==> config.mk <==
export PLATFORM = sky130hd
export DESIGN_NAME = turn_scheduler
export DESIGN_NICKNAME = d
export VERILOG_FILES = /design/src/rtl/game_pkg.sv /design/src/rtl/turn_timer.sv /design/src/rtl/turn_scheduler.sv
export SDC_FILE = /design/constraint.sdc
export NUM_CORES = 1
export LEC_CHECK = 0
export ABC_AREA = 0
export CAP_MARGIN = 5
export CORE_ASPECT_RATIO = 0.6
export CORE_MARGIN = 1.5
export CORE_UTILIZATION = 56
export CTS_BUF_LIST = sky130_fd_sc_hd__clkbuf_4
export DETAILED_ROUTE_END_ITERATION = 8
export PLACE_DENSITY = 0.83
export SLEW_MARGIN = 20
export SYNTH_ARGS = -nofsm -noshare
export SYNTH_HDL_FRONTEND = slang
export SYNTH_SLANG_ARGS = --single-unit
==> constraint.sdc <==
create_clock -name clk -period 2.5 [get_ports clk]
set_input_delay 0.5 -clock clk [delete_from_list [all_inputs] [get_ports clk]]
set_output_delay 0.5 -clock clk [all_outputs]
set_load 0.1 [all_outputs]
==> src/rtl/game_pkg.sv <==
// Shared types and helpers for the tic-tac-toe game sequencer.
// Board is a flat vector of nine 2-bit cell codes, cell i at bits [2i+1:2i].
package game_pkg;

    typedef enum logic [2:0] {StPlay, StWrite, StCheck, StWon, StDraw} state_t;

    localparam logic [1:0] EMPTY = 2'd0;
    localparam logic [1:0] X = 2'd1;
    localparam logic [1:0] O = 2'd2;

    localparam int NUM_CELLS = 9;
    localparam int CURSOR_W = 4;
    localparam int BOARD_W = 2 * NUM_CELLS;

    function automatic logic [1:0] cell_code(logic [BOARD_W-1:0] b, logic [CURSOR_W-1:0] idx);
        logic [1:0] c;
        c = EMPTY;
        for (int i = 0; i < NUM_CELLS; i++) begin
            if (idx == CURSOR_W'(i)) c = b[2*i +: 2];
        end
        return c;
    endfunction

    function automatic logic board_full(logic [BOARD_W-1:0] b);
        logic f;
        f = 1'b1;
        for (int i = 0; i < NUM_CELLS; i++) begin
            if (b[2*i +: 2] == EMPTY) f = 1'b0;
        end
        return f;
    endfunction

endpackage

==> src/rtl/turn_timer.sv <==
// Per-turn countdown: tick divider plus seconds counter with a timeout on the
// first wrap after reaching zero.
module turn_timer #(
    parameter int unsigned TICK_DIV = 50_000_000,
    parameter int unsigned TURN_SECS = 9
) (
    input  logic       clk,
    input  logic       rst,
    input  logic       run,
    input  logic       reload,
    output logic [3:0] time_left,
    output logic       timeout
);

    localparam int unsigned CW = (TICK_DIV > 1) ? $clog2(TICK_DIV) : 1;

    logic [CW-1:0] tick_cnt;
    logic          wrap;

    assign wrap = run && (tick_cnt == CW'(TICK_DIV - 1));
    assign timeout = wrap && (time_left == 4'd0);

    always_ff @(posedge clk) begin
        if (rst || reload) begin
            tick_cnt  <= '0;
            time_left <= 4'(TURN_SECS);
        end else if (run) begin
            tick_cnt <= wrap ? '0 : tick_cnt + 1'b1;
            if (wrap && time_left != 4'd0) time_left <= time_left - 4'd1;
        end
    end

endmodule

==> src/rtl/turn_scheduler.sv <==
// Game sequencer: owns cursor, turn and countdown, arbitrates board writes and
// decides win / draw / next turn from the registered win checker.
module turn_scheduler #(
    parameter int unsigned TICK_DIV = 50_000_000,
    parameter int unsigned TURN_SECS = 9,
    parameter int unsigned CHECK_CYCLES = 2
) (
    input  logic        clk,
    input  logic        boton_rst,
    input  logic        move_pulse,
    input  logic        select_pulse,
    input  logic [17:0] rd_board,
    input  logic        win,
    output logic        wr_en,
    output logic [3:0]  wr_addr,
    output logic [1:0]  wr_data,
    output logic [3:0]  cursor,
    output logic [1:0]  turn,
    output logic [3:0]  time_left,
    output logic        reject,
    output logic [1:0]  winner,
    output logic        draw,
    output logic        busy
);
    import game_pkg::*;

    state_t     state;
    logic [7:0] chk_cnt;
    logic       chk_done;
    logic       full;
    logic       run;
    logic       reload;
    logic       timeout;
    logic [3:0] low_empty;

    assign run      = (state == StPlay);
    assign chk_done = (chk_cnt == 8'(CHECK_CYCLES - 1));
    assign full     = board_full(rd_board);
    assign reload   = (state == StCheck) && chk_done && !win && !full;
    assign busy     = (state == StWrite) || (state == StCheck);

    // Lowest-indexed empty cell, used as the auto-move target on timeout.
    always_comb begin
        low_empty = 4'd0;
        for (int i = NUM_CELLS - 1; i >= 0; i--) begin
            if (rd_board[2*i +: 2] == EMPTY) low_empty = 4'(i);
        end
    end

    turn_timer #(
        .TICK_DIV (TICK_DIV),
        .TURN_SECS(TURN_SECS)
    ) u_timer (
        .clk      (clk),
        .rst      (boton_rst),
        .run      (run),
        .reload   (reload),
        .time_left(time_left),
        .timeout  (timeout)
    );

    always_ff @(posedge clk) begin
        if (boton_rst) begin
            state   <= StPlay;
            chk_cnt <= 8'd0;
            cursor  <= 4'd0;
            turn    <= X;
            wr_en   <= 1'b0;
            wr_addr <= 4'd0;
            wr_data <= EMPTY;
            reject  <= 1'b0;
            winner  <= EMPTY;
            draw    <= 1'b0;
        end else begin
            wr_en  <= 1'b0;
            reject <= 1'b0;
            unique case (state)
                StPlay: begin
                    // Select beats both a simultaneous move and a timeout.
                    if (select_pulse) begin
                        if (cell_code(rd_board, cursor) == EMPTY) begin
                            wr_addr <= cursor;
                            wr_data <= turn;
                            wr_en   <= 1'b1;
                            state   <= StWrite;
                        end else begin
                            reject <= 1'b1;
                        end
                    end else if (timeout) begin
                        wr_addr <= low_empty;
                        wr_data <= turn;
                        wr_en   <= 1'b1;
                        state   <= StWrite;
                    end else if (move_pulse) begin
                        cursor <= (cursor == 4'(NUM_CELLS - 1)) ? 4'd0 : cursor + 4'd1;
                    end
                end
                StWrite: begin
                    chk_cnt <= 8'd0;
                    state   <= StCheck;
                end
                StCheck: begin
                    if (!chk_done) begin
                        chk_cnt <= chk_cnt + 8'd1;
                    end else if (win) begin
                        winner <= turn;
                        state  <= StWon;
                    end else if (full) begin
                        draw  <= 1'b1;
                        state <= StDraw;
                    end else begin
                        turn  <= (turn == X) ? O : X;
                        state <= StPlay;
                    end
                end
                StWon, StDraw: begin
                end
                default: state <= StPlay;
            endcase
        end
    end

endmodule

[Word-level counts from Yosys, hierarchy flattened]
Index checks and enable logic that the tools add are counted.
Storage, ports and cells
  register bits: 58
  input port bits: 23
  output and inout port bits: 22
  word-level logic and storage cells: 131
Operators by class
  $add $sub $neg: 4
  equal/unequal tests: 20
  muxes and demuxes: 52
  bitwise logic cells: 6
  reductions and logical operators: 37
Operators with widths (count)
  two-way mux 4 bit: 13
  two-way mux 2 bit: 16
  adder 26 x 1 -> 26 bit, second input constant: 1
  == test 26 bit, second input constant: 1
  two-way mux 26 bit: 1
  logical NOT 2 bit: 10
  two-way mux 3 bit: 6
  == test 4 x 3 -> 1 bit, second input constant: 4
  one-hot mux 8 bit (2 select lines): 1
  AND reduction 4 bit: 4
  two-way mux 1 bit: 13
  one-hot mux 3 bit (4 select lines): 1
  adder 8 x 1 -> 8 bit, second input constant: 1
  == test 4 x 2 -> 1 bit, second input constant: 2
  == test 8 x 1 -> 1 bit, second input constant: 1
  logical NOT 4 bit: 2
  two-way mux 8 bit: 1
  == test 3 x 2 -> 1 bit, second input constant: 2
  logical AND 1 bit: 6
  inequality test 3 bit, second input constant: 2
  inverter 1 bit: 6
  AND reduction 3 bit: 2
  adder 4 x 1 -> 4 bit, second input constant: 1
  == test 4 x 1 -> 1 bit, second input constant: 1
  15 further kinds: 21

[Depth between registers and ports, before layout]
  depth in word-level cells: 17
  mapped depth: 10
  depth with buffers taken out: 9

[Modules after synthesis]
From an unflattened synthesis, not the netlist that was laid out.
Second synthesis, totals
  cells, all modules: 377
  area, all modules: 3196.8 µm²
Modules (own cells, without submodules)
  turn_scheduler: instances 1, cells an instance 192, area each 1610.3 µm², seq. area each 560.5 µm²
  turn_timer: instances 1, cells an instance 185, area each 1586.5 µm², seq. area each 600.6 µm²

[Worst setup path after synthesis]
Ideal clock, no wire load.
  path kind: register to register
  start: register cursor[0]
  end: register wr_addr[0]
  library setup time: 72 ps
  data arrival time: 2782 ps
  required time: 2428 ps
  path slack: -354 ps
  cell stages (with the launch flop): 10
  period minus slack after synthesis: 2854 ps
  path through: dfxtp_1 inv_1 ha_1 a21oi_1 o21ai_0 a221o_1 a22oi_1 o21ai_0 nor2_1 mux2i_1
Between the ends
  cells in the longest elaborated chain, start to end: 16
  elaborated cells between the ends (all ways): 26
RTL lines
  start, declared: line turn_scheduler.sv:17  | output logic [3:0] cursor,
  start signal, assigned: line turn_scheduler.sv:95  | cursor <= (cursor == 4'(NUM_CELLS - 1)) ? 4'd0 : cursor + 4'd1;
  logical NOT 4 bit: line game_pkg.sv:19  | if (idx == CURSOR_W'(i)) c = b[2*i +: 2];
  two-way mux 2 bit (9 in series): line game_pkg.sv:19
  two-way mux 2 bit: line turn_scheduler.sv:80  | if (select_pulse) begin
  two-way mux 2 bit: line turn_scheduler.sv:77  | unique case (state)
  two-way mux 2 bit: line turn_scheduler.sv:63  | if (boton_rst) begin
  logical NOT 2 bit: line turn_scheduler.sv:81  | if (cell_code(rd_board, cursor) == EMPTY) begin
  inequality test 2 x 1 -> 1 bit (no line)
  AND reduction 3 bit (no line)
  end signal, assigned: line turn_scheduler.sv:82  | wr_addr <= cursor;
  end signal, assigned: line turn_scheduler.sv:90  | wr_addr <= low_empty;
  end, declared: line turn_scheduler.sv:15  | output logic [3:0] wr_addr,
Several ways; a longest one is shown, not always the timed one. The select of a mux whose other input is x is not followed.
A chain may end at the register's enable or synchronous reset.

[Final worst setup path]
  start: register cursor[1]
  end: register state[0]
Between the ends
  cells in the longest elaborated chain, start to end: 16
  elaborated cells between the ends (all ways): 24
RTL lines
  logical NOT 4 bit: line game_pkg.sv:19
  two-way mux 2 bit (8 in series): line game_pkg.sv:19
  two-way mux 2 bit (*): line game_pkg.sv:19
  two-way mux 2 bit (*): line turn_scheduler.sv:80
  two-way mux 2 bit (*): line turn_scheduler.sv:77
  two-way mux 2 bit (*): line turn_scheduler.sv:63
  logical NOT 2 bit (*): line turn_scheduler.sv:81
  inequality test 3 bit (no line) (*)
  AND reduction 4 bit (no line) (*)
  end signal, assigned: line turn_scheduler.sv:64  | state <= StPlay;
  end signal, assigned: line turn_scheduler.sv:85  | state <= StWrite;
  end signal, assigned: line turn_scheduler.sv:93  | state <= StWrite;
  end, declared: line turn_scheduler.sv:27  | state_t state;
Mark *: on every way between the ends. The rest lies on a longest branch, timed or not. The select of a mux whose other input is x is not followed.

==> run metrics <==
status=finished, final reports clean; setup TNS=0 ns; clock slew at reported path FFs=0.10 ns; P&R area growth vs syn=23.5%; Routed Antenna Nets=0; crit share post-route=94.9%; CORE AREA=5200 sq um; largest net degree at the start of global routing=24; CTS sink cnt=58; final core occ=73.9%; cell count after placement=491; EDFF count, synth=0; initial antenna violation count=0; Yosys cell types=57; GRT overflow=0; Global Route Usage Sum=26.5%; Max Root-Sink Buffers=2; share of cells above drive strength 1=19.0%; register bit count reported by yosys=58; highest-delay cell along the critical path=dfxtp_2; Synth Warn #=0; CP max FO=7; Initial DRC Count=186; Slew @ Worst Pin=0.474 ns; Post-route DRC=0; fin cells=507; first drt pass iteration count=4; P per Cell Area=573 nW/um^2; Via Count=2918; Site Rows=20; vias in the first global route=2514; WS Path Type=flop to flop; Required @ worst endpoint=2.80 ns; Root Buffer=clkbuf_4; Max stage delay on crit path=0.41 ns; RSZ-0062 raised after global routing=no; Final min period=2.37 ns; DR vias/cell=5.76; Place WS=-0.184 ns; Die ar.=6030 sq um; Die Height=60.8 um; Crit path max-delay family=compound AO/OA/AOI/OAI gates; Port Buffers=44; slew margin rel.=68.3%; GP Congestion=1.01; Max VDD drop=405 uV; Worst Skew=0.0192 ns; most common cell after layout, fill and taps aside=nor2_1; Avg WL per Cell=14.9 um; dominant synthesized flop cell=dfxtp_1; Startpoint Class=flop; worst setup margin=0.127 ns; Worst Hold Margin=0.494 ns; HPWL Detailed=5790 um; initial core utilization=59.8%; crit path DAT=2.67 ns; maxcap violations=0; CTS H-tree depth=3; CTS tree=yes; fraction of the yosys area taken by sequential cells=37.3%; CTS Buf Count=9; fin. max-slew vios=0; Cell Area, Synth=3110 sq um; final wirelength=7530 um; IO Pins=45; Critical Path End Type=flop; Static Leak=1.53 nW; CP dominant cell by count=a21oi_1; Critical Path, Cell by Cell=inv_1 > ha_1 > a21oi_1 > o21ai_0 > a221o_1 > a22oi_1 > o21a_1 > a21oi_1 > nor4_1; final instance area=3840 sq um; final net count=468; ys async rst share=0%; f_max=421 MHz; endpoints failing hold=0; Antenna diodes=0; power after layout=2.20 mW; Layout fillers=400; most frequent cells in the layout=nor2_1, dfxtp_1, buf_4; Final Setup Violations=0; Mapped Cells=369; die width=99.3 um; Synth Area per Inst=8.44 sq um; hold_buf cts=0; worst hold path type=flop to flop; Syn Nets=401; worst path bufs/invs=1; DP Area=3690 sq um; first-pass GRT wire length=12100 um; clk_lat worst skew=0.41 ns
==> cell usage after synthesis, drive strengths merged (3+ instances only) <==
cell type / number / area, sq um
nor2: 66 / 260
dfxtp: 58 / 1160
a21oi: 27 / 135
nand2: 20 / 75.1
xor2: 19 / 166
nand3: 18 / 95.1
nor3: 13 / 75.1
inv: 12 / 45.0
o21ai: 12 / 60.1
xnor2: 12 / 105
nand2b: 10 / 70.1
ha: 9 / 113
nand4: 8 / 50.1
buf: 7 / 60.1
nor4: 7 / 95.1
and3: 6 / 37.5
mux2i: 6 / 60.1
nor2b: 6 / 45.0
a211oi: 5 / 37.5
clkbuf: 4 / 15.0
a22oi: 3 / 22.5
and2: 3 / 18.8
o22a: 3 / 26.3
o22ai: 3 / 18.8
or2: 3 / 18.8
==> path summary, 6_finish.rpt <==
check,end,slack (ns),cells after the start,start
max,state[0]$_SDFFE_PP0P_,0.13,9,cursor[1]$_SDFFE_PP0P_
min,wr_addr[0]$_SDFFE_PP0P_,0.49,2,wr_addr[0]$_SDFFE_PP0P_
max reg2reg,state[0]$_SDFFE_PP0P_,0.13,9,cursor[1]$_SDFFE_PP0P_
min reg2reg,wr_addr[0]$_SDFFE_PP0P_,0.49,2,wr_addr[0]$_SDFFE_PP0P_
==> worst reg2reg max path: stages (launching register included) <==
cell	delay, ns
dfxtp_2	0.41
inv_1	0.08
ha_1	0.29
a21oi_1	0.17
o21ai_0	0.11
a221o_1	0.31
a22oi_1	0.27
o21a_1	0.29
a21oi_1	0.10
nor4_1	0.25
==> metal layers <==
layer / GRT usage, % / routed length (um) / up-vias
met4: 7.24 / 70 / 0
li1: - / - / 1426
met1: 39.2 / 3830 / 1378
met2: 34.8 / 2930 / 106
met3: 10.8 / 699 / 8
met5: 0 / 0 / -
==> kinds of logic after synthesis <==
logic type / Yosys count / synth area share, %
adders and majority gates: 9 / 3.62
DFF: 58 / 37.3
AOI/OAI and AO/OA: 68 / 13.5
xor gates and xnor gates: 31 / 8.72
buffers and inverters: 23 / 3.86
and+or+nand+nor: 173 / 30.7
muxes: 7 / 2.29
==> cell type report <==
type                            count  area (sq um)  area share (%)
Tap cell                           66          82.6            2.15
Multi-Input combinational cell    288          1840            47.8
Clock buffer                       10          75.1            1.95
Timing Repair Buffer               67           558            14.5
Sequential cell                    58          1170            30.3
Clock inverter                      6          81.3            2.12
Inverter                           12          45.0            1.17
==> power by group <==
part | total (mW) | internal [mW] | switching, mW
clock network | 0.766 | 0.410 | 0.356
registers | 0.974 | 0.951 | 0.0228
logic | 0.463 | 0.164 | 0.299
total | 2.20 | 1.53 | 0.678
==> flip-flops by register name (all words and copies together), names as in the netlist <==
| name | flops |
|---|---|
| wr_data | 2 |
| winner | 2 |
| reject | 1 |
| state | 3 |
| wr_addr | 4 |
| cursor | 4 |
| u_timer.time_left | 4 |
| chk_cnt | 8 |
| wr_en | 1 |
| u_timer.tick_cnt | 26 |
| draw | 1 |
| turn | 2 |
==> what timing repair did <==
| item | CTS | global route |
|---|---|---|
| gates resized for setup | 0 | 1 |
| setup endpoints to repair | 0 | 3 |
| setup buffers | 0 | 0 |
Power figures use the tool's default switching activity.
